[config.mk]
export PLATFORM = sky130hd
export DESIGN_NAME = int_ctrl
export DESIGN_NICKNAME = d
export VERILOG_FILES = /design/src/rtl/int_ctrl_pkg.sv /design/src/rtl/sync_edge.sv /design/src/rtl/int_ctrl.sv
export SDC_FILE = /design/constraint.sdc
export NUM_CORES = 1
export LEC_CHECK = 0
export BUFFER_PORTS_ARGS = -buffer_cell sky130_fd_sc_hd__buf_2
export CAP_MARGIN = 20
export CELL_PAD_IN_SITES_DETAIL_PLACEMENT = 1
export CELL_PAD_IN_SITES_GLOBAL_PLACEMENT = 1
export CORE_MARGIN = 5
export CORE_UTILIZATION = 40
export CTS_CLUSTER_SIZE = 10
export DETAILED_ROUTE_END_ITERATION = 6
export HOLD_SLACK_MARGIN = 0.06
export PLACE_DENSITY = 0.93
export SLEW_MARGIN = 20
export SYNTH_ARGS = -nofsm -noshare
export SYNTH_HDL_FRONTEND = slang
export SYNTH_SLANG_ARGS = --single-unit
[constraint.sdc]
create_clock -name clk -period 2.5 [get_ports clk]
set_input_delay 0.625 -clock clk [delete_from_list [all_inputs] [get_ports clk]]
set_output_delay 0.625 -clock clk [all_outputs]
set_load 0.005 [all_outputs]
[src/rtl/int_ctrl_pkg.sv]
// Shared constants for the interrupt controller: default source count,
// register map and FSM state encoding.
package int_ctrl_pkg;

    localparam int NSRC_DEFAULT = 6;

    // Served id field width; VEC exposes it in bits [2:0].
    localparam int ID_W = 3;

    localparam logic [1:0] ADDR_PEND = 2'd0;
    localparam logic [1:0] ADDR_MASK = 2'd1;
    localparam logic [1:0] ADDR_MODE = 2'd2;
    localparam logic [1:0] ADDR_VEC  = 2'd3;

    localparam int VEC_ACTIVE_BIT = 31;

    typedef enum logic {
        IDLE  = 1'b0,
        SERVE = 1'b1
    } state_t;

endpackage

[src/rtl/sync_edge.sv]
// Two-flop synchronizer for one interrupt line plus a rising-edge pulse
// that is suppressed until the delayed copy holds a genuinely sampled value.
module sync_edge (
    input  logic clk,
    input  logic reset,
    input  logic din,
    output logic sync,
    output logic rise
);

    logic       meta_reg;
    logic       sync_reg;
    logic       prev_reg;
    logic [2:0] arm_reg;

    always_ff @(posedge clk or negedge reset) begin
        if (!reset) begin
            meta_reg <= 1'b0;
            sync_reg <= 1'b0;
            prev_reg <= 1'b0;
            arm_reg  <= '0;
        end else begin
            meta_reg <= din;
            sync_reg <= meta_reg;
            prev_reg <= sync_reg;
            arm_reg  <= {arm_reg[1:0], 1'b1};
        end
    end

    // A line already high when reset releases reaches prev_reg on the same
    // edge that arms detection, so it never produces a pulse.
    assign sync = sync_reg;
    assign rise = sync_reg & ~prev_reg & arm_reg[2];

endmodule

[src/rtl/int_ctrl.sv]
// Interrupt controller between device interrupt lines and the CP0 hardware
// interrupt inputs: pending/mask/mode registers, fixed priority, EOI handshake.
module int_ctrl
    import int_ctrl_pkg::*;
#(
    parameter int NSRC = NSRC_DEFAULT
) (
    input  logic            clk,
    input  logic            reset,
    input  logic [NSRC-1:0] src,
    input  logic [1:0]      addr,
    input  logic            we,
    input  logic [31:0]     wdata,
    output logic [31:0]     rdata,
    output logic [NSRC-1:0] hwint
);

    logic [NSRC-1:0] sync_vec;
    logic [NSRC-1:0] rise_vec;
    logic [NSRC-1:0] pend_reg;
    logic [NSRC-1:0] pend_next;
    logic [NSRC-1:0] mask_reg;
    logic [NSRC-1:0] mode_reg;
    logic [NSRC-1:0] hwint_reg;
    logic [NSRC-1:0] clr_vec;
    logic [NSRC-1:0] req;
    logic [NSRC-1:0] grant_onehot;
    logic [ID_W-1:0] grant_id;
    logic [ID_W-1:0] id_reg;
    state_t          state_reg;
    logic            pend_wr;
    logic            eoi;
    logic            eoi_accept;
    logic            unused_wdata;

    generate
        for (genvar gi = 0; gi < NSRC; gi++) begin : g_sync
            sync_edge u_sync_edge (
                .clk   (clk),
                .reset (reset),
                .din   (src[gi]),
                .sync  (sync_vec[gi]),
                .rise  (rise_vec[gi])
            );
        end
    endgenerate

    assign pend_wr    = we && (addr == ADDR_PEND);
    assign eoi        = we && (addr == ADDR_VEC);
    assign eoi_accept = eoi && (state_reg == SERVE);

    // In SERVE hwint_reg is the one-hot of the served id, so it doubles as
    // the clear mask for the EOI.
    assign clr_vec = (pend_wr ? wdata[NSRC-1:0] : '0) | (eoi_accept ? hwint_reg : '0);

    // Edge bits: a new edge wins over a simultaneous clear. Level bits simply
    // track the synchronized line and ignore clears.
    generate
        for (genvar gi = 0; gi < NSRC; gi++) begin : g_pend
            assign pend_next[gi] = mode_reg[gi]
                                 ? (rise_vec[gi] | (pend_reg[gi] & ~clr_vec[gi]))
                                 : sync_vec[gi];
        end
    endgenerate

    always_ff @(posedge clk or negedge reset) begin
        if (!reset) begin
            pend_reg <= '0;
            mask_reg <= '0;
            mode_reg <= '0;
        end else begin
            pend_reg <= pend_next;
            if (we && (addr == ADDR_MASK)) begin
                mask_reg <= wdata[NSRC-1:0];
            end
            if (we && (addr == ADDR_MODE)) begin
                mode_reg <= wdata[NSRC-1:0];
            end
        end
    end

    assign req = pend_reg & mask_reg;

    // Scan from the top down so the lowest set index is the one that sticks.
    always_comb begin
        grant_id     = '0;
        grant_onehot = '0;
        for (int i = NSRC - 1; i >= 0; i--) begin
            if (req[i]) begin
                grant_id        = ID_W'(i);
                grant_onehot    = '0;
                grant_onehot[i] = 1'b1;
            end
        end
    end

    always_ff @(posedge clk or negedge reset) begin
        if (!reset) begin
            state_reg <= IDLE;
            id_reg    <= '0;
            hwint_reg <= '0;
        end else begin
            case (state_reg)
                IDLE: begin
                    if (|req) begin
                        state_reg <= SERVE;
                        id_reg    <= grant_id;
                        hwint_reg <= grant_onehot;
                    end
                end
                SERVE: begin
                    if (eoi_accept) begin
                        state_reg <= IDLE;
                        id_reg    <= '0;
                        hwint_reg <= '0;
                    end
                end
                default: begin
                    state_reg <= IDLE;
                    id_reg    <= '0;
                    hwint_reg <= '0;
                end
            endcase
        end
    end

    assign hwint = hwint_reg;

    always_comb begin
        rdata = '0;
        case (addr)
            ADDR_PEND: rdata[NSRC-1:0] = pend_reg;
            ADDR_MASK: rdata[NSRC-1:0] = mask_reg;
            ADDR_MODE: rdata[NSRC-1:0] = mode_reg;
            ADDR_VEC: begin
                rdata[VEC_ACTIVE_BIT] = (state_reg == SERVE);
                rdata[ID_W-1:0]       = id_reg;
            end
            default: rdata = '0;
        endcase
    end

    // Register fields are NSRC wide; the rest of the write bus is don't-care.
    assign unused_wdata = ^wdata[31:NSRC];

endmodule
Word level (Yosys, flattened, before mapping)
Cells that the tools add are included.
W data, S select, Z words.

storage, ports and cells
  flip-flop bits (word level) = 64
  input bits = 43
  output and inout bits = 38
  word-level logic and storage cells = 114

operators by class
  bitwise logic cells = 39
  reduce and logical (&&, ||, !) cells = 8
  muxes and demuxes = 32
  equality and inequality tests = 5

operators with widths
  kind                  count
  $mux W6               10
  $mux W3               8
  $and A1 B1 Y1         18
  $not A1 Y1            13
  $pmux W3 S4           1
  $pmux W6 S2           1
  $mux W1               9
  $pmux W3 S3           1
  $and A6 B6 Y6         1
  $or A1 B1 Y1          6
  $or A6 B6 Y6          1
  $pmux W3 S2           1
  $reduce_or A6 Y1      1
  $logic_and A1 B1 Y1   5
  $eq A2 B2 Y1 const B  2
  $eq A2 B1 Y1 const B  1
  $logic_not A2 Y1      1
  $ne A2 B1 Y1 const B  1
  $ne A2 B2 Y1 const B  1
  $pmux W1 S2           1
  $reduce_and A2 Y1     1

Longest topological paths before layout
  depth in word-level cells = 9
  gate-level depth with buffers = 5

By module
A second synthesis with hierarchy kept.

unflattened totals
  cells, all modules = 191
  area, all modules = 2556.2 sq um

modules (own cells, without submodules)
  module     cells each  instances  area each (sq um)  sequential area each (sq um)
  int_ctrl   143         1          1580.3             700.7
  sync_edge  8           6          162.7              150.1

Worst setup path before layout
No wires, ideal clock.

  path type = in2out
  start point = input addr[1]
  end point = output rdata[0]
  path buffers = 1
  stages = 2
  required time = 1.875 ns
  arrival time = 1.337 ns
  slack = 0.538 ns
  cell sequence = buf_2 > mux4_2

between the ends
  word-level cells in the longest chain between the ends = 2

RTL lines
  what                                  RTL line         text
  start, declared                       int_ctrl.sv:11   input logic [1:0] addr,
  $eq A2 B2 Y1 (tied with other cells)  int_ctrl.sv:131  case (addr)
  $pmux W3 S4 *                         int_ctrl.sv:131
  end, declared                         int_ctrl.sv:14   output logic [31:0] rdata,

Mark *: on every way between the ends. The rest lies on a longest branch, timed or not.

Worst setup path after layout
  start point = input addr[0]
  end point = output rdata[1]

The elaborated chain is that of the path after synthesis.

==> flow_summary.yaml <==
timing:
  fmax_mhz: 452.2
  min_period_ns: 2.211
  fin_ws_ns: 0.2886
  rsz0062_at_grt: "false"
  finalCritPeriodShare: 0.8846
  final_max_slew_viol_count: 0
  fin_setup_tns_ns: 0
  finClkSkew_ns: 0.006279
  max_slew.worst_pin.slew_ns: 0.8487
  setup_viol: 0
  relSlewSlack: 0.4342
  report.final.hold_viol_count: 0
clocking:
  cts_tree: "yes"
  numCtsBuffers: 5
  postCtsHoldBufs: 0
  cts-resized-gates: 0
  cts_max_level: 2
  clockBufferDepth: 2
  clkSlewWorstSetupHoldPaths_ns: 0.08
  root_buffer: "clkbuf_8"
  numClockSinks: 49
  clock_latency_ns: 0.30
  post_cts_buffers: 0
status:
  outcome: "complete, no violations"
final_layout:
  fin_util: 0.4500
  fin_nets: 231
  drive_gt1_frac: 0.3069
  fin_cells: 259
  n_antenna_cell: 0
  area_growth_pct: 9.803
floorplan:
  initial_core_util: 0.4098
  die_area_um2: 6780
  rows: 26
  core_region_area_um2: 5107
  ios: 81
  die_x_um: 82.34
  die_h_um: 82.34
logic_synthesis:
  netlist_instances: 155
  synth_xor_area_frac: 0
  synth_fa_ha_area_frac: 0
  ys_seq_area_frac: 0.5858
  synth_cell_types: 28
  synth_mux_area_frac: 0.1112
  synth_simple_gate_area_frac: 0.06037
  syn_area_per_cell_um2: 13.50
  synth_compound_gate_area_share: 0.1345
  ys_warn_count: 0
  ys_ff_latch: 49
  syn_area_um2: 2093
  synth_top_family_by_area: "compound AO/OA/AOI/OAI gates"
setup_path:
  critical_path_class: "input pin to output port"
  critical_path_required_ns: 1.88
  crit_fanout: 11
  cp-end-kind: "output port"
  rrSetupSlack_ns: 1.01
  cp.arrival_ns: 1.59
  start_kind: "input pin"
job:
  cap_violations: 0
pwr:
  power_density_nw_per_um2: 785.5
  leakagePower_nw: 1.050
  total_power_mw: 1.805
  ir_drop_mv: 0.3403
worst_hold_path:
  hold_class: "register to register"
placement:
  gp_congestion: 0.7730
  dp_hpwl_mm: 3.274
  placedCellCount: 251
  portBuffers: 29
  place_ws_ns: 0.2787
route:
  wl_per_cell_um: 17.10
  vias_per_cell: 5.050
  met3_length_um: 325
  drtIter0Drc: 93
  first_pass_iters: 4
  wirelength_met1_mm: 1.825
  route.detailed.drc: 0
  met2_length_mm: 2.208
  num_vias: 1308
  top_layer_used: "met4"
  drt_wl_total_mm: 4.429
  postRouteAntennaNets: 0
global_route:
  track_usage: 0.1510
  grt_pass1_wl_mm: 7.348
  grt.overflow.total: 0
  grt_max_degree: 40
  grt_pass1_vias: 1450
  antenna_found_initial: 0
[cell families (layout without fill, tap and decap cells)]
family,count (synthesis),in the layout
AO/OA/AOI/OAI,37,37
flip-flops,49,49
AND/OR/NAND/NOR,20,20
multiplexers,18,18
buffers and inverters,29,39
other,2,26
[synth_stat cells]
| library cell | count | share of area |
|---|---|---|
| nand3b_1 | 2 | 0.0072 |
| o2bb2ai_1 | 7 | 0.029 |
| a22oi_1 | 7 | 0.025 |
| and3_4 | 1 | 0.0054 |
| mux2i_1 | 3 | 0.014 |
| buf_8 | 1 | 0.0072 |
| nand2_1 | 9 | 0.016 |
| inv_1 | 1 | 0.0018 |
| and2_1 | 1 | 0.0030 |
| a22o_1 | 1 | 0.0042 |
| nand3_1 | 3 | 0.0072 |
| a22oi_2 | 1 | 0.0060 |
| nor2_4 | 1 | 0.0054 |
| a32o_1 | 6 | 0.029 |
| mux4_2 | 3 | 0.032 |
| conb_1 | 2 | 0.0036 |
| buf_4 | 26 | 0.093 |
| mux2_2 | 12 | 0.065 |
| nor2b_1 | 1 | 0.0030 |
| a21o_1 | 1 | 0.0036 |
| and2_4 | 1 | 0.0042 |
| a31oi_1 | 1 | 0.0030 |
| dfrtp_1 | 49 | 0.59 |
| buf_2 | 1 | 0.0024 |
| a41oi_1 | 2 | 0.0084 |
| o21ai_0 | 10 | 0.024 |
| nor3b_4 | 1 | 0.0090 |
| a21oi_1 | 1 | 0.0024 |
[power by group]
part / switching [mW] / leakage (nW) / internal (mW)
registers: 0.106 / 0.589 / 0.910
clock network: 0.262 / 0.0445 / 0.198
logic: 0.161 / 0.417 / 0.168
total: 0.529 / 1.05 / 1.28
[layer usage]
metal | vias up | global-route usage
met5 | - | 0
met4 | 0 | 0.06312
met3 | 9 | 0.04555
met2 | 52 | 0.2412
met1 | 663 | 0.1901
li1 | 584 | -
[critical path, cell delays in order]
cell    delay (ns)
buf_2         0.27
mux4_2        0.55
buf_2         0.14
[final cells by class]
cell class              count  area [µm²]
clock buffers               5       68.82
clock inverters             3       21.27
fillers                   582        2809
inverters                   1       3.754
multi-input cells         101       738.2
flip-flops and latches     49        1226
well taps                  70       87.58
repair buffers             30       152.6
[worst paths after layout]
check,depth (start not counted),endpoint,from
setup / recovery,3,rdata[1],addr[0]
hold / removal,0,g_sync[5].u_sync_edge.arm_reg[1]$_DFF_PN0_,g_sync[5].u_sync_edge.arm_reg[0]$_DFF_PN0_
setup reg to reg,4,hwint[3]$_DFFE_PN0P_,mask_reg[4]$_DFFE_PN0P_
hold reg to reg,0,g_sync[5].u_sync_edge.arm_reg[1]$_DFF_PN0_,g_sync[5].u_sync_edge.arm_reg[0]$_DFF_PN0_
max in group asynchronous,2,g_sync[5].u_sync_edge.prev_reg$_DFF_PN0_,reset
min in group asynchronous,1,pend_reg[1]$_DFF_PN0_,reset
[cell usage in the layout, fill, tap and decap left out, types with 2 or more instances in the layout]
| cell type | Yosys | final |
|---|---|---|
| nand3b_1 | 2 | 2 |
| nand3_1 | 3 | 3 |
| mux2_2 | 12 | 12 |
| conb_1 | 2 | 26 |
| buf_2 | 1 | 29 |
| mux4_2 | 3 | 3 |
| nand2_1 | 9 | 9 |
| a32o_1 | 6 | 6 |
| a41oi_1 | 2 | 2 |
| o21ai_0 | 10 | 10 |
| clkbuf_8 | 0 | 5 |
| dfrtp_1 | 49 | 49 |
| a22oi_1 | 7 | 7 |
| o2bb2ai_1 | 7 | 7 |
| mux2i_1 | 3 | 3 |
[per-stage QoR]
step | cell area [µm²] | hold WS, ns
final | 2298 | 0.3519
after global routing | 2298 | 0.3587
after CTS | 2298 | 0.3562
after detailed placement | 2208 | 0.3356
after global placement | 2208 | 0.3317
after floorplan | 2183 | 0.3294
Note: power is estimated with default switching activity, not from simulation.
